[src/rtl/pw_usb_pkg.sv]
// Shared USB definitions for the UTMI transmit path: TX FSM encoding,
// CRC16-USB constants, common PID values and a byte-wide CRC16 update.
package pw_usb_pkg;

  typedef enum logic [2:0] {
    ST_IDLE     = 3'd0,
    ST_WAIT_BUS = 3'd1,
    ST_SEND     = 3'd2,
    ST_CRC_LO   = 3'd3,
    ST_CRC_HI   = 3'd4,
    ST_DONE     = 3'd5
  } tx_state_t;

  localparam logic [15:0] CRC16_POLY      = 16'h8005;
  localparam logic [15:0] CRC16_POLY_REFL = 16'hA001;
  localparam logic [15:0] CRC16_INIT      = 16'hFFFF;
  localparam logic [15:0] CRC16_RESIDUAL  = 16'h800D;

  localparam logic [7:0] PID_DATA0 = 8'hC3;
  localparam logic [7:0] PID_DATA1 = 8'h4B;
  localparam logic [7:0] PID_ACK   = 8'hD2;
  localparam logic [7:0] PID_NAK   = 8'h5A;

  // One byte of reflected CRC16 (LSB of the byte enters first).
  function automatic logic [15:0] crc16_usb_byte(input logic [15:0] crc,
                                                 input logic [7:0]  data);
    logic [15:0] c;
    c = crc ^ {8'h00, data};
    for (int i = 0; i < 8; i++) begin
      c = c[0] ? ((c >> 1) ^ CRC16_POLY_REFL) : (c >> 1);
    end
    return c;
  endfunction

endpackage

[src/rtl/pw_crc16_usb.sv]
// Registered byte-wide CRC16-USB accumulator. clr_i reloads the seed,
// en_i folds data_i in; crc_o is the inverted (transmit-ready) value.
module pw_crc16_usb
  import pw_usb_pkg::*;
(
  input  logic        clk_i,
  input  logic        rst_ni,
  input  logic        clr_i,
  input  logic        en_i,
  input  logic [7:0]  data_i,
  output logic [15:0] crc_o
);

  logic [15:0] crc_q;

  // Accumulator: seed on reset/clear, fold one byte per enable.
  always_ff @(posedge clk_i) begin
    if (!rst_ni || clr_i) begin
      crc_q <= CRC16_INIT;
    end else if (en_i) begin
      crc_q <= crc16_usb_byte(crc_q, data_i);
    end
  end

  assign crc_o = ~crc_q;

endmodule

[src/rtl/pw_utmi_tx.sv]
// UTMI transmit engine: host loads a byte buffer, a send pulse waits for a
// quiet bus and then streams the buffer under the TxValid/TxReady handshake.
// Optional feature macro PW_TX_CRC16_EN adds I_append_crc and a trailing
// CRC16 (low byte first) over bytes 1..count-1.
module pw_utmi_tx
  import pw_usb_pkg::*;
#(
  parameter int pBUF_BYTES  = 64,
  parameter int pGAP_CYCLES = 8,
  parameter int pTIMEOUT    = 4096,
  localparam int CW = $clog2(pBUF_BYTES + 1)
)(
  input  logic          fe_clk,
  input  logic          reset_n,
  input  logic [7:0]    I_wr_data,
  input  logic          I_wr_en,
  input  logic          I_clear,
  input  logic          I_send,
  input  logic          I_rxactive,
  input  logic          I_txready,
`ifdef PW_TX_CRC16_EN
  input  logic          I_append_crc,
`endif
  output logic [7:0]    O_tx_data,
  output logic          O_txvalid,
  output logic          O_drive,
  output logic          O_busy,
  output logic          O_done,
  output logic          O_error,
  output logic [CW-1:0] O_count
);

  localparam int AW = $clog2(pBUF_BYTES);
  localparam int GW = $clog2(pGAP_CYCLES + 1);
  localparam int TW = $clog2(pTIMEOUT + 1);

  tx_state_t     state_q, state_d;
  logic [GW-1:0] gap_q, gap_d;
  logic [CW-1:0] idx_q, idx_d;
  logic [TW-1:0] tmo_q, tmo_d;
  logic          error_q, error_d;
  logic [CW-1:0] count_q;
  logic [7:0]    rd_data_q;
  logic [7:0]    buf_mem [pBUF_BYTES];
  logic          wr_ok;
  logic          in_tx;

`ifdef PW_TX_CRC16_EN
  logic          append_q, append_d;
  logic          crc_clr, crc_en;
  logic [15:0]   crc_val;
`endif

  // Loading is only allowed while idle; clear takes priority over a write.
  assign wr_ok = (state_q == ST_IDLE) && !I_clear && I_wr_en &&
                 (count_q != CW'(pBUF_BYTES));

  // Next state, gap/timeout counters and buffer index.
  always_comb begin
    state_d = state_q;
    gap_d   = gap_q;
    idx_d   = idx_q;
    tmo_d   = tmo_q;
    error_d = error_q;
`ifdef PW_TX_CRC16_EN
    crc_clr  = 1'b0;
    crc_en   = 1'b0;
    append_d = append_q;
`endif
    unique case (state_q)
      ST_IDLE: begin
        if (I_send && (count_q != '0)) begin
          state_d = ST_WAIT_BUS;
          gap_d   = '0;
          idx_d   = '0;
          error_d = 1'b0;
`ifdef PW_TX_CRC16_EN
          crc_clr  = 1'b1;
          append_d = I_append_crc;
`endif
        end
      end
      ST_WAIT_BUS: begin
        if (I_rxactive) begin
          gap_d = '0;
        end else if (gap_q == GW'(pGAP_CYCLES - 1)) begin
          state_d = ST_SEND;
          gap_d   = '0;
          tmo_d   = '0;
        end else begin
          gap_d = gap_q + 1'b1;
        end
      end
      ST_SEND, ST_CRC_LO, ST_CRC_HI: begin
        if (I_txready) begin
          tmo_d = '0;
          if (state_q == ST_SEND) begin
`ifdef PW_TX_CRC16_EN
            crc_en = (idx_q != '0);
`endif
            if (idx_q == count_q - 1'b1) begin
              idx_d   = '0;
              state_d = ST_DONE;
`ifdef PW_TX_CRC16_EN
              if (append_q) state_d = ST_CRC_LO;
`endif
            end else begin
              idx_d = idx_q + 1'b1;
            end
          end else if (state_q == ST_CRC_LO) begin
            state_d = ST_CRC_HI;
          end else begin
            state_d = ST_DONE;
          end
        end else if (tmo_q == TW'(pTIMEOUT - 1)) begin
          state_d = ST_DONE;
          error_d = 1'b1;
          idx_d   = '0;
        end else begin
          tmo_d = tmo_q + 1'b1;
        end
      end
      ST_DONE: state_d = ST_IDLE;
      default: state_d = ST_IDLE;
    endcase
  end

  // FSM and counter registers.
  always_ff @(posedge fe_clk) begin
    if (!reset_n) begin
      state_q <= ST_IDLE;
      gap_q   <= '0;
      idx_q   <= '0;
      tmo_q   <= '0;
      error_q <= 1'b0;
    end else begin
      state_q <= state_d;
      gap_q   <= gap_d;
      idx_q   <= idx_d;
      tmo_q   <= tmo_d;
      error_q <= error_d;
    end
  end

`ifdef PW_TX_CRC16_EN
  // Append request captured when a send is accepted.
  always_ff @(posedge fe_clk) begin
    if (!reset_n) append_q <= 1'b0;
    else          append_q <= append_d;
  end

  pw_crc16_usb u_crc (
    .clk_i  (fe_clk),
    .rst_ni (reset_n),
    .clr_i  (crc_clr),
    .en_i   (crc_en),
    .data_i (rd_data_q),
    .crc_o  (crc_val)
  );
`endif

  // Byte count: cleared by reset or I_clear, bumped on each accepted write.
  always_ff @(posedge fe_clk) begin
    if (!reset_n) begin
      count_q <= '0;
    end else if (state_q == ST_IDLE && I_clear) begin
      count_q <= '0;
    end else if (wr_ok) begin
      count_q <= count_q + 1'b1;
    end
  end

  // Packet buffer with registered read; reading the next index makes
  // tx_data advance on the same edge that accepts the current byte.
  always_ff @(posedge fe_clk) begin
    if (wr_ok) buf_mem[count_q[AW-1:0]] <= I_wr_data;
    rd_data_q <= buf_mem[idx_d[AW-1:0]];
  end

  assign in_tx = (state_q == ST_SEND) || (state_q == ST_CRC_LO) ||
                 (state_q == ST_CRC_HI);

  // Output byte: buffer data in SEND, CRC bytes in CRC states, else zero.
  always_comb begin
    O_tx_data = 8'h00;
    case (state_q)
      ST_SEND:   O_tx_data = rd_data_q;
`ifdef PW_TX_CRC16_EN
      ST_CRC_LO: O_tx_data = crc_val[7:0];
      ST_CRC_HI: O_tx_data = crc_val[15:8];
`endif
      default:   O_tx_data = 8'h00;
    endcase
  end

  assign O_txvalid = in_tx;
  assign O_drive   = in_tx;
  assign O_busy    = (state_q != ST_IDLE);
  assign O_done    = (state_q == ST_DONE);
  assign O_error   = error_q;
  assign O_count   = count_q;

endmodule

[config.mk]
export PLATFORM = sky130hd
export DESIGN_NAME = pw_utmi_tx
export DESIGN_NICKNAME = d
export VERILOG_FILES = /design/src/rtl/pw_usb_pkg.sv /design/src/rtl/pw_crc16_usb.sv /design/src/rtl/pw_utmi_tx.sv
export SDC_FILE = /design/constraint.sdc
export NUM_CORES = 1
export LEC_CHECK = 0
export CORE_MARGIN = 2
export CORE_UTILIZATION = 30
export DETAILED_ROUTE_END_ITERATION = 6
export GPL_TIMING_DRIVEN = 1
export PLACE_DENSITY_LB_ADDON = 0.3
export SLEW_MARGIN = 0
export SYNTH_ARGS = -nofsm -noshare
export SYNTH_HDL_FRONTEND = slang
export SYNTH_SLANG_ARGS = --single-unit
[constraint.sdc]
create_clock -name fe_clk -period 10.4 [get_ports fe_clk]
set_input_delay 2.08 -clock fe_clk [delete_from_list [all_inputs] [get_ports fe_clk]]
set_output_delay 2.08 -clock fe_clk [all_outputs]
set_load 0.02 [all_outputs]
# Word-level counts from Yosys, hierarchy flattened
# Memories as Yosys holds them, arrays and structs flattened. A register that Yosys moved wholly into a read port is not among the register bits.
# Index checks and enable logic that the tools add are counted.
[op_classes] add_sub_neg=5 eq_ne=18 n_mux=31 bitwise_logic=1 n_reduce_logical=21
[ops] op="$mux W13" n=4
[ops] op="$mux W7" n=5
[ops] op="$pmux W13 S2" n=1
[ops] op="$mux W3" n=7
[ops] op="$add A7 B1 Y7 const B" n=2
[ops] op="$pmux W7 S2" n=1
[ops] op="$add A13 B1 Y13 const B" n=1
[ops] op="$eq A13 B12 Y1 const B" n=1
[ops] op="$mux W4" n=3
[ops] op="$reduce_and A4 Y1" n=3
[ops] op="$ne A3 B3 Y1 const B" n=3
[ops] op="$pmux W3 S3" n=1
[ops] op="$mux W8" n=1
[ops] op="$ne A2 B2 Y1 const B" n=4
[ops] op="$pmux W4 S2" n=1
[ops] op="$eq A7 B7 Y1" n=1
[ops] op="$ne A7 B7 Y1 const B" n=1
[ops] op="$reduce_bool A7 Y1" n=1
[ops] op="$sub A7 B1 Y7 const B" n=1
[ops] op="$eq A3 B2 Y1 const B" n=2
[ops] op="$eq A3 B3 Y1 const B" n=2
[ops] op="$mux W1" n=6
[ops] op="$reduce_bool A2 Y1" n=3
[ops] op="$logic_and A1 B1 Y1" n=5
[ops] op="other kinds (15)" n=16
[word_totals] register_bits=35 ram_bits=512 out_inout_bits=20 memories=1
[memory_table] name="buf_mem" words=64 width=8 read_ports=1 rd_ports_with_merged_regs=1 write_ports=1 line="pw_utmi_tx.sv:44" text="logic [7:0] buf_mem [pBUF_BYTES];"

# Depth between registers and ports, before layout
# Gate-level depths: netlist (run 1).
[depth] ltp_word=6 ltp_mapped=17

# Worst setup path after synthesis (run 1)
# Ideal clock, no wire load.
[synth_path] kind="in2reg" start="input port I_clear" end="memory buf_mem[63][0] (enable)" setup_time_ps=371 arrival_ps=3851 setup_slack_ps=6178 cell_stages=6 path_buffers=2 cell_sequence="or4b_2 -> clkbuf_1 -> nor2_1 -> nand3_1 -> clkbuf_1 -> nor2_1"
[synth_via] elab_chain_cells=6
[synth_rtl] item="start, declared" line="pw_utmi_tx.sv:17" text="input logic I_clear,"
[synth_rtl] item="$logic_not A1 Y1" line="pw_utmi_tx.sv:55" text="assign wr_ok = (state_q == ST_IDLE) && !I_clear && I_wr_en &&"
[synth_rtl] item="$logic_and A1 B1 Y1 (3 in a row)" line="pw_utmi_tx.sv:55"
[synth_rtl] item="$mux W1" line="pw_utmi_tx.sv:176" text="if (wr_ok) buf_mem[count_q[AW-1:0]] <= I_wr_data;"
[synth_rtl] item="$mux W1 (implied by the code)" line="pw_utmi_tx.sv:176"
[synth_rtl] item="end, declared" line="pw_utmi_tx.sv:44"
# Every way passes these cells.

# Worst setup path in the final report (run 1)
[layout_path] start="input port I_txready" end="register rd_data_q[2], read port of buf_mem"
[layout_via] elab_chain_cells=2
[layout_rtl] item="start, declared" line="pw_utmi_tx.sv:20" text="input logic I_txready,"
[layout_rtl] item="$mux W7" line="pw_utmi_tx.sv:95" text="if (I_txready) begin"
[layout_rtl] item="$pmux W7 S2" line="pw_utmi_tx.sv:70" text="unique case (state_q)"
[layout_rtl] item="end, declared" line="pw_utmi_tx.sv:43" text="logic [7:0] rd_data_q;"
# Every way passes these cells.
# A chain may end at the register's enable or synchronous reset.

==> report_table.html, run 1 <==
<table>
<tr><th>Metric</th><th>Value</th></tr>
<tr><th colspan="2">Outcome</th></tr>
<tr><td>Result of the run</td><td>complete, no violations</td></tr>
<tr><th colspan="2">Pwr</th></tr>
<tr><td>Leakage</td><td>9.087 nW</td></tr>
<tr><td>Power per Cell Area</td><td>177.7 nW/µm²</td></tr>
<tr><td>Maximum VDD drop</td><td>116.5 µV</td></tr>
<tr><th colspan="2">Hold path</th></tr>
<tr><td>Hold WC Path Type</td><td>flop to flop</td></tr>
<tr><th colspan="2">Yosys</th></tr>
<tr><td>Number of distinct library cells after synthesis</td><td>78</td></tr>
<tr><td>Share of synthesized area spent on multiplexers</td><td>7.556%</td></tr>
<tr><td>Number of enable-type register cells in the synthesized netlist</td><td>512</td></tr>
<tr><td>Leading register cell type out of synthesis</td><td>sky130_fd_sc_hd__edfxtp_1</td></tr>
<tr><td>Mean Syn Cell Area</td><td>13.61 µm²</td></tr>
<tr><td>Area fraction of the dominant cell type after synthesis</td><td>65.71%</td></tr>
<tr><td>Mapped cell area</td><td>23400 µm²</td></tr>
<tr><td>Area fraction in and, or, nand and nor cells after synthesis</td><td>11.08%</td></tr>
<tr><td>Dominant combinational cell family by area after synthesis</td><td>simple AND/OR/NAND/NOR gates</td></tr>
<tr><td>Warning count from the yosys run</td><td>0</td></tr>
<tr><td>Total nets after synthesis</td><td>1740</td></tr>
<tr><td>Post-Synth XOR/XNOR Area</td><td>0.9732%</td></tr>
<tr><td>Sequential area share after synthesis</td><td>69.39%</td></tr>
<tr><td>Cells after synthesis</td><td>1719</td></tr>
<tr><td>Post-synthesis share of cell area spent on full adders, half adders and majority gates</td><td>0.3208%</td></tr>
<tr><td>Synthesized-area fraction occupied by ao, oa, aoi and oai cells</td><td>7.919%</td></tr>
<tr><td>Number of synthesized register bits</td><td>555</td></tr>
<tr><td>Async SR Flop Fraction</td><td>0%</td></tr>
<tr><td>Synth area leaders</td><td>sky130_fd_sc_hd__edfxtp_1, sky130_fd_sc_hd__mux2i_1, sky130_fd_sc_hd__nand2_1</td></tr>
<tr><td>Cell taking the most area after synthesis</td><td>sky130_fd_sc_hd__edfxtp_1</td></tr>
<tr><th colspan="2">Clock network</th></tr>
<tr><td>CTS Sinks</td><td>555</td></tr>
<tr><td>Setup repair bufs after CTS</td><td>0</td></tr>
<tr><td>Root cell of the clock tree</td><td>sky130_fd_sc_hd__clkbuf_16</td></tr>
<tr><td>Maximum level of the CTS H-tree</td><td>2</td></tr>
<tr><td>Clock slew seen by the registers of the worst setup and hold paths</td><td>0.06 ns</td></tr>
<tr><td>Number of buffers added to fix hold violations after cts</td><td>0</td></tr>
<tr><td>Number of buffers on the longest clock path</td><td>3</td></tr>
<tr><td>Clock buffer count from CTS</td><td>57</td></tr>
<tr><td>Clock insertion delay at the later pin of the skew report</td><td>0.61 ns</td></tr>
<tr><td>Number of resized instances in the post-cts repair step</td><td>0</td></tr>
<tr><td>TritonCTS clock tree</td><td>built</td></tr>
<tr><th colspan="2">Layout</th></tr>
<tr><td>Filler cell count in the final layout</td><td>7535</td></tr>
<tr><td>Most frequent standard cell in the layout excluding fill and tap cells</td><td>sky130_fd_sc_hd__edfxtp_1</td></tr>
<tr><td>Final nets</td><td>1753</td></tr>
<tr><td>Commonest non-fill, non-tap cells in the layout</td><td>sky130_fd_sc_hd__edfxtp_1, sky130_fd_sc_hd__nand2_1, sky130_fd_sc_hd__mux2i_1, sky130_fd_sc_hd__nand3_1, sky130_fd_sc_hd__nor2_1</td></tr>
<tr><td>Antenna diode count</td><td>0</td></tr>
<tr><td>End-of-flow core utilization</td><td>34.18%</td></tr>
<tr><td>Non-Filler Instances</td><td>2819</td></tr>
<tr><td>Share of post-route cells with drive strength above 1</td><td>8.600%</td></tr>
<tr><td>Synth-to-layout area growth</td><td>12.99%</td></tr>
<tr><th colspan="2">STA</th></tr>
<tr><td>Max Slew Vio Count</td><td>0</td></tr>
<tr><td>Worst clock skew on the final layout</td><td>0.02136 ns</td></tr>
<tr><td>Minimum setup slack in the final design</td><td>4.523 ns</td></tr>
<tr><td>Final total negative setup slack</td><td>0 ns</td></tr>
<tr><td>Final hold vios</td><td>0</td></tr>
<tr><td>Rel. slew slack</td><td>25.35%</td></tr>
<tr><td>Setup repair after global routing missed its margin</td><td>no</td></tr>
<tr><td>Crit share post-route</td><td>56.51%</td></tr>
<tr><td>Minimum clock period after layout</td><td>5.877 ns</td></tr>
<tr><td>Fmax</td><td>0.1702 GHz</td></tr>
<tr><td>Worst hold margin</td><td>0.4773 ns</td></tr>
<tr><td>Count of final setup violators</td><td>0</td></tr>
<tr><td>Transition time at the pin with the least slew margin</td><td>1.120 ns</td></tr>
<tr><th colspan="2">GRT</th></tr>
<tr><td>Pin count of the biggest net entering global routing</td><td>113</td></tr>
<tr><td>Met1 usage in global routing</td><td>22.64%</td></tr>
<tr><td>GR Util met3</td><td>3.647%</td></tr>
<tr><td>Number of global-route vias before repair</td><td>13840</td></tr>
<tr><td>Global-route wire length before repair</td><td>94460 µm</td></tr>
<tr><td>Layer with the highest usage after global routing</td><td>met2</td></tr>
<tr><td>Initial antenna violation count</td><td>1</td></tr>
<tr><td>Met2 Resource Use GR</td><td>23.46%</td></tr>
<tr><td>Final global-route overflow total</td><td>0</td></tr>
<tr><td>GRT Util Overall</td><td>15.64%</td></tr>
<tr><th colspan="2">Drt</th></tr>
<tr><td>Routed vias/inst</td><td>5.088</td></tr>
<tr><td>Wire length per cell</td><td>22.68 µm</td></tr>
<tr><td>Final antenna-violating net count</td><td>0</td></tr>
<tr><td>WL final</td><td>63940 µm</td></tr>
<tr><td>Drc violations</td><td>0</td></tr>
<tr><td>Routed via count</td><td>14340</td></tr>
<tr><td>Detailed-routing iteration count for the pre-antenna-repair pass</td><td>5</td></tr>
<tr><td>Number of DRC markers in iteration 0</td><td>1583</td></tr>
<tr><th colspan="2">Run</th></tr>
<tr><td>Reported max-cap violation count</td><td>0</td></tr>
<tr><th colspan="2">Critical path</th></tr>
<tr><td>Data arrival time at the worst-slack endpoint</td><td>6.35 ns</td></tr>
<tr><td>Reg-to-Reg Start</td><td>O_count[0]</td></tr>
<tr><td>Buf+Inv Stages, Crit Path</td><td>3</td></tr>
<tr><td>Cell depth of the worst flop-to-flop path</td><td>14</td></tr>
<tr><td>Worst setup path endpoint</td><td>rd_data_q[2]</td></tr>
<tr><td>Category of the worst setup path launch point</td><td>input pin</td></tr>
<tr><td>Required time of the critical path</td><td>10.87 ns</td></tr>
<tr><td>Highest cell delay on the worst timing path</td><td>0.58 ns</td></tr>
<tr><td>Crit. End Element</td><td>flop</td></tr>
<tr><td>Worst setup slack for register-to-register paths</td><td>5.11 ns</td></tr>
<tr><td>CP delay by family, top</td><td>buffers and inverters</td></tr>
<tr><td>Type of the setup path with the least slack</td><td>input pin to flop</td></tr>
<tr><td>CP max FO</td><td>37</td></tr>
<tr><td>Critical Path Start</td><td>I_txready</td></tr>
<tr><td>Critical Path Stages</td><td>13</td></tr>
<tr><td>Reg2Reg Capture Point</td><td>rd_data_q[1]</td></tr>
<tr><td>Worst-path cell chain</td><td>clkdlybuf4s50_1 -&gt; nor4bb_1 -&gt; nand4_1 -&gt; and3_1 -&gt; o21ai_1 -&gt; buf_4 -&gt; nand2_2 -&gt; buf_4 -&gt; mux4_2 -&gt; mux2i_1 -&gt; a22oi_1 -&gt; o21ai_0 -&gt; nand4_1</td></tr>
<tr><td>Max stage delay cell, worst path</td><td>sky130_fd_sc_hd__nand2_2</td></tr>
<tr><th colspan="2">Die</th></tr>
<tr><td>Number of ports placed on the die boundary</td><td>35</td></tr>
<tr><td>Horizontal die dimension</td><td>283.3 µm</td></tr>
<tr><td>Initial cell density of the core</td><td>30.25%</td></tr>
<tr><td>Std cell rows</td><td>102</td></tr>
<tr><td>Die Area</td><td>80240 µm²</td></tr>
<tr><td>Core Footprint</td><td>77340 µm²</td></tr>
<tr><td>Vertical die dimension</td><td>283.3 µm</td></tr>
<tr><th colspan="2">Placed design</th></tr>
<tr><td>Count of buffers from port buffering</td><td>34</td></tr>
<tr><td>Setup WS pre-CTS</td><td>3.980 ns</td></tr>
<tr><td>Cell Count Post-Placement</td><td>2713</td></tr>
<tr><td>Final weighted congestion in routability-driven placement</td><td>0.8448</td></tr>
<tr><td>Estimated wirelength of the detail-placed design</td><td>39180 µm</td></tr>
</table>
-- flip-flops by register name, indices dropped and copies added (netlist names) --
signal / flops
buf_mem: 512
tmo_q: 13
rd_data_q: 8
O_count: 7
idx_q: 7
gap_q: 4
state_q: 3
O_error: 1
-- worst register-to-register path: stages, from the launching register on --
cell	delay (ns)
sky130_fd_sc_hd__dfxtp_1	0.57
sky130_fd_sc_hd__inv_1	0.20
sky130_fd_sc_hd__ha_1	0.36
sky130_fd_sc_hd__xor2_1	0.20
sky130_fd_sc_hd__nand2_1	0.08
sky130_fd_sc_hd__or4_4	0.54
sky130_fd_sc_hd__o21a_1	0.36
sky130_fd_sc_hd__o21ai_4	0.22
sky130_fd_sc_hd__buf_4	0.54
sky130_fd_sc_hd__buf_12	0.57
sky130_fd_sc_hd__mux2i_1	0.29
sky130_fd_sc_hd__mux2i_1	0.10
sky130_fd_sc_hd__o21ai_0	0.63
sky130_fd_sc_hd__o22ai_1	0.28
sky130_fd_sc_hd__a22o_1	0.29
-- where the power goes --
part	internal [mW]	total [mW]	switching, mW	leakage [nW]
registers	2.46	2.47	0.0180	4.95
logic	0.0705	0.236	0.166	3.26
clock network	1.15	1.99	0.842	0.877
total	3.67	4.70	1.03	9.09
-- per-stage QoR --
stage | total power, mW | instance area [µm²]
2_1_floorplan | 2.655 | 23400
3_3_place_gp | 2.751 | 24650
3_5_place_dp | 2.754 | 24650
4_1_cts | 4.732 | 26440
5_1_grt | 4.847 | 26440
6_report | 4.697 | 26440
-- cells in the mapped netlist, types with 6 or more instances --
master                     instances
sky130_fd_sc_hd__o22ai_1          15
sky130_fd_sc_hd__nand2_1         255
sky130_fd_sc_hd__a31oi_1          10
sky130_fd_sc_hd__nor4_1            8
sky130_fd_sc_hd__o21ai_0          35
sky130_fd_sc_hd__and3_1           12
sky130_fd_sc_hd__xnor2_1          12
sky130_fd_sc_hd__mux2_2            6
sky130_fd_sc_hd__nand3_1         119
sky130_fd_sc_hd__edfxtp_1        512
sky130_fd_sc_hd__buf_4            16
sky130_fd_sc_hd__mux2i_1         147
sky130_fd_sc_hd__o21a_1            8
sky130_fd_sc_hd__o211ai_1         30
sky130_fd_sc_hd__a211oi_1         23
sky130_fd_sc_hd__xor2_1           14
sky130_fd_sc_hd__and2_1           17
sky130_fd_sc_hd__mux4_2            8
sky130_fd_sc_hd__buf_2            44
sky130_fd_sc_hd__nor2_1          113
sky130_fd_sc_hd__nand4_1          10
sky130_fd_sc_hd__or3_1             6
sky130_fd_sc_hd__o31ai_1           8
sky130_fd_sc_hd__inv_1            22
sky130_fd_sc_hd__dfxtp_1          43
sky130_fd_sc_hd__clkbuf_1         32
sky130_fd_sc_hd__buf_1             6
sky130_fd_sc_hd__a21oi_1          56
sky130_fd_sc_hd__ha_1              6
sky130_fd_sc_hd__a21boi_0         23
-- layout make-up --
| type | count | area (µm²) | area share [%] |
|---|---|---|---|
| multi-input combinational | 1037 | 6529 | 24.69 |
| clock buffer | 77 | 1521 | 5.755 |
| timing repair buffer | 59 | 500.5 | 1.893 |
| inverter | 22 | 82.58 | 0.3124 |
| tap | 1040 | 1301 | 4.922 |
| sequential | 555 | 16240 | 61.41 |
| clock inverter | 29 | 267.8 | 1.013 |
-- cell families after synthesis --
logic type / after synthesis
adders and majority gates: 6
buffers and inverters: 127
AOI/OAI and AO/OA: 264
muxes: 164
and+or+nand+nor: 577
xor gates and xnor gates: 26
DFF: 555
-- how the worst min path moves through the flow --
stage / cells past startpoint / to / slack [ns] / start
finish: 2 / tmo_q[1] / 0.48 / tmo_q[1]
global route: 2 / tmo_q[1] / 0.51 / tmo_q[1]
CTS: 2 / tmo_q[1] / 0.48 / tmo_q[1]
detailed placement: 2 / tmo_q[1] / 0.47 / tmo_q[1]
global placement: 2 / tmo_q[1] / 0.46 / tmo_q[1]
floorplan: 2 / tmo_q[1] / 0.44 / tmo_q[1]
-- routing by layer --
metal | up-vias | wire length, µm
li1 | 6486 | -
met1 | 7250 | 28970
met2 | 520 | 28460
met3 | 86 | 5163
met4 | 0 | 1355
met5 | - | 0
(Power assumes the default switching activity.)
==> inputs of run 2 (changes only) <==
==> constraint.sdc (replaced) <==
create_clock -name fe_clk -period 4.8 [get_ports fe_clk]
set_input_delay 0.96 -clock fe_clk [delete_from_list [all_inputs] [get_ports fe_clk]]
set_output_delay 0.96 -clock fe_clk [all_outputs]
set_load 0.02 [all_outputs]
==> report_table.html, run 2 (synthesis results as in run 1) <==
<table>
<tr><th>Metric</th><th>Value</th></tr>
<tr><th colspan="2">GRT</th></tr>
<tr><td>Number of global-route vias before repair</td><td>14540</td></tr>
<tr><td>GRT Util Overall</td><td>16.12%</td></tr>
<tr><td>Global-route wire length before repair</td><td>97430 µm</td></tr>
<tr><td>Initial antenna violation count</td><td>3</td></tr>
<tr><td>Pin count of the biggest net entering global routing</td><td>65</td></tr>
<tr><td>Final global-route overflow total</td><td>0</td></tr>
<tr><th colspan="2">STA</th></tr>
<tr><td>Fmax</td><td>0.2148 GHz</td></tr>
<tr><td>Setup repair after global routing missed its margin</td><td>no</td></tr>
<tr><td>Final hold vios</td><td>0</td></tr>
<tr><td>Crit share post-route</td><td>97.00%</td></tr>
<tr><td>Rel. slew slack</td><td>36.65%</td></tr>
<tr><td>Minimum clock period after layout</td><td>4.656 ns</td></tr>
<tr><td>Worst clock skew on the final layout</td><td>0.01904 ns</td></tr>
<tr><td>Count of final setup violators</td><td>0</td></tr>
<tr><td>Worst hold margin</td><td>0.4745 ns</td></tr>
<tr><td>Final total negative setup slack</td><td>0 ns</td></tr>
<tr><td>Transition time at the pin with the least slew margin</td><td>0.9422 ns</td></tr>
<tr><td>Max Slew Vio Count</td><td>0</td></tr>
<tr><th colspan="2">Critical path</th></tr>
<tr><td>Cell depth of the worst flop-to-flop path</td><td>14</td></tr>
<tr><td>Most numerous cell on the critical path</td><td>sky130_fd_sc_hd__nand2_1</td></tr>
<tr><td>Required time of the critical path</td><td>5.36 ns</td></tr>
<tr><td>CP max FO</td><td>42</td></tr>
<tr><td>Type of the setup path with the least slack</td><td>flop to flop</td></tr>
<tr><td>Category of the worst setup path launch point</td><td>flop</td></tr>
<tr><td>Worst-path cell chain</td><td>inv_1 -&gt; ha_1 -&gt; xor2_1 -&gt; nand2_1 -&gt; or4_4 -&gt; o21a_1 -&gt; o21ai_4 -&gt; buf_12 -&gt; buf_4 -&gt; nand2_1 -&gt; nand3_1 -&gt; a21oi_1 -&gt; a2111oi_0 -&gt; a22o_1</td></tr>
<tr><td>Crit. End Element</td><td>flop</td></tr>
<tr><td>Highest cell delay on the worst timing path</td><td>0.78 ns</td></tr>
<tr><td>Data arrival time at the worst-slack endpoint</td><td>5.22 ns</td></tr>
<tr><td>Max stage delay cell, worst path</td><td>sky130_fd_sc_hd__a2111oi_0</td></tr>
<tr><th colspan="2">Clock network</th></tr>
<tr><td>TritonCTS clock tree</td><td>built</td></tr>
<tr><td>Root cell of the clock tree</td><td>sky130_fd_sc_hd__clkbuf_16</td></tr>
<tr><td>Setup repair bufs after CTS</td><td>0</td></tr>
<tr><td>Clock insertion delay at the later pin of the skew report</td><td>0.63 ns</td></tr>
<tr><td>Number of buffers added to fix hold violations after cts</td><td>0</td></tr>
<tr><td>CTS Sinks</td><td>555</td></tr>
<tr><td>Clock slew seen by the registers of the worst setup and hold paths</td><td>0.06 ns</td></tr>
<tr><td>Clock buffer count from CTS</td><td>60</td></tr>
<tr><td>Number of resized instances in the post-cts repair step</td><td>0</td></tr>
<tr><td>Maximum level of the CTS H-tree</td><td>2</td></tr>
<tr><td>Number of buffers on the longest clock path</td><td>3</td></tr>
<tr><th colspan="2">Die</th></tr>
<tr><td>Number of ports placed on the die boundary</td><td>35</td></tr>
<tr><td>Vertical die dimension</td><td>283.3 µm</td></tr>
<tr><td>Std cell rows</td><td>102</td></tr>
<tr><td>Initial cell density of the core</td><td>30.25%</td></tr>
<tr><td>Horizontal die dimension</td><td>283.3 µm</td></tr>
<tr><td>Die Area</td><td>80240 µm²</td></tr>
<tr><td>Core Footprint</td><td>77340 µm²</td></tr>
<tr><th colspan="2">Layout</th></tr>
<tr><td>Most frequent standard cell in the layout excluding fill and tap cells</td><td>sky130_fd_sc_hd__edfxtp_1</td></tr>
<tr><td>Share of post-route cells with drive strength above 1</td><td>13.81%</td></tr>
<tr><td>Final nets</td><td>1853</td></tr>
<tr><td>Filler cell count in the final layout</td><td>7501</td></tr>
<tr><td>Non-Filler Instances</td><td>2923</td></tr>
<tr><td>Antenna diode count</td><td>0</td></tr>
<tr><td>Post-route cell area</td><td>27480 µm²</td></tr>
<tr><td>Flip-flop count of the largest register, all copies and words added</td><td>512</td></tr>
<tr><td>Commonest non-fill, non-tap cells in the layout</td><td>sky130_fd_sc_hd__edfxtp_1, sky130_fd_sc_hd__nand2_1, sky130_fd_sc_hd__mux2i_1, sky130_fd_sc_hd__nand3_1, sky130_fd_sc_hd__nor2_1</td></tr>
<tr><td>Synth-to-layout area growth</td><td>17.46%</td></tr>
<tr><th colspan="2">Placed design</th></tr>
<tr><td>Cell Count Post-Placement</td><td>2810</td></tr>
<tr><td>Post-place instance area</td><td>25500 µm²</td></tr>
<tr><td>Final weighted congestion in routability-driven placement</td><td>0.8757</td></tr>
<tr><td>Count of buffers from port buffering</td><td>34</td></tr>
<tr><td>Estimated wirelength of the detail-placed design</td><td>43440 µm</td></tr>
<tr><th colspan="2">Drt</th></tr>
<tr><td>Drc violations</td><td>0</td></tr>
<tr><td>Wire length per cell</td><td>22.43 µm</td></tr>
<tr><td>Routed via count</td><td>14900</td></tr>
<tr><td>Routed vias/inst</td><td>5.099</td></tr>
<tr><td>WL final</td><td>65560 µm</td></tr>
<tr><td>Number of DRC markers in iteration 0</td><td>1422</td></tr>
<tr><td>Detailed-routing iteration count for the pre-antenna-repair pass</td><td>5</td></tr>
<tr><td>Final antenna-violating net count</td><td>0</td></tr>
<tr><th colspan="2">Hold path</th></tr>
<tr><td>Min-Delay Path Depth</td><td>2</td></tr>
<tr><td>Hold WC Path Type</td><td>flop to flop</td></tr>
<tr><th colspan="2">Pwr</th></tr>
<tr><td>Power per Cell Area</td><td>383.5 nW/µm²</td></tr>
<tr><td>Leakage</td><td>9.715 nW</td></tr>
<tr><td>Maximum VDD drop</td><td>279.5 µV</td></tr>
<tr><th colspan="2">Outcome</th></tr>
<tr><td>Result of the run</td><td>complete, no violations</td></tr>
<tr><th colspan="2">Run</th></tr>
<tr><td>Reported max-cap violation count</td><td>0</td></tr>
</table>
[run 2: cell types whose count changed in the layout (fill, tap and decap cells not counted), sizes merged]
cell	delta
buf	+97
bufinv	+3
clkbuf	-2
clkinv	+1
clkinvlp	+4
inv	+1
[run 2: path summary, 6_finish.rpt]
kind	from	end	slack (ns)
max	O_count[0]	rd_data_q[4]	0.14
min	tmo_q[1]	tmo_q[1]	0.47
max reg2reg	O_count[0]	rd_data_q[4]	0.14
min reg2reg	tmo_q[1]	tmo_q[1]	0.47
[run 2: per-stage QoR]
| stage | util, % | power (mW) | worst slack [ns] |
|---|---|---|---|
| 2_1_floorplan | - | 5.752 | 1.266 |
| 3_3_place_gp | 32.97 | 5.991 | 0.2170 |
| 3_5_place_dp | 32.97 | 5.999 | 0.1970 |
| 4_1_cts | 35.54 | 10.63 | 0.2602 |
| 5_1_grt | 35.54 | 10.87 | 0.04088 |
| 6_report | 35.54 | 10.54 | 0.1441 |
[run 2: layout make-up]
class,count,area [µm²],area share (%)
inverter,22,82.58,0.3005
tap,1040,1301,4.735
multi-input combinational,1037,6529,23.75
timing repair buffer,156,1354,4.926
clock buffer,75,1558,5.668
sequential,555,16240,59.07
clock inverter,38,424.2,1.543
[run 2: power breakdown]
group | leakage, nW | switching [mW] | total, mW | internal [mW]
Clock | 0.955 | 1.90 | 4.64 | 2.74
Combinational | 3.81 | 0.374 | 0.539 | 0.164
Sequential | 4.95 | 0.0423 | 5.36 | 5.32
[run 2: layer usage]
layer | part of all wire (%) | track usage [%] | wire length [µm] | vias to the layer above
li1 | - | - | - | 6708
met1 | 45 | 23.55 | 29690 | 7524
met2 | 44 | 24.39 | 29110 | 575
met3 | 8.4 | 3.647 | 5520 | 94
met4 | 1.9 | 3.519 | 1235 | 2
met5 | 0.020 | 0 | 13 | -
[run 2: critical path, delay by kind of cell (launching register included)]
family	cells	cell delay, ns
fa+ha+maj	1	0.36
compound gates	5	1.83
buf+inv	3	0.79
simple gates	4	0.79
flops	1	0.54
xor+xnor	1	0.21
==> inputs of run 3 (changes only) <==
--- a/config.mk
+++ b/config.mk
@@ -5,6 +5,7 @@
 export SDC_FILE = /design/constraint.sdc
 export NUM_CORES = 1
 export LEC_CHECK = 0
+export CAP_MARGIN = 20
 export CORE_MARGIN = 2
 export CORE_UTILIZATION = 30
 export DETAILED_ROUTE_END_ITERATION = 6
==> results of run 3 <==
Final layout, timing and power as in run 2 (identical DEF).
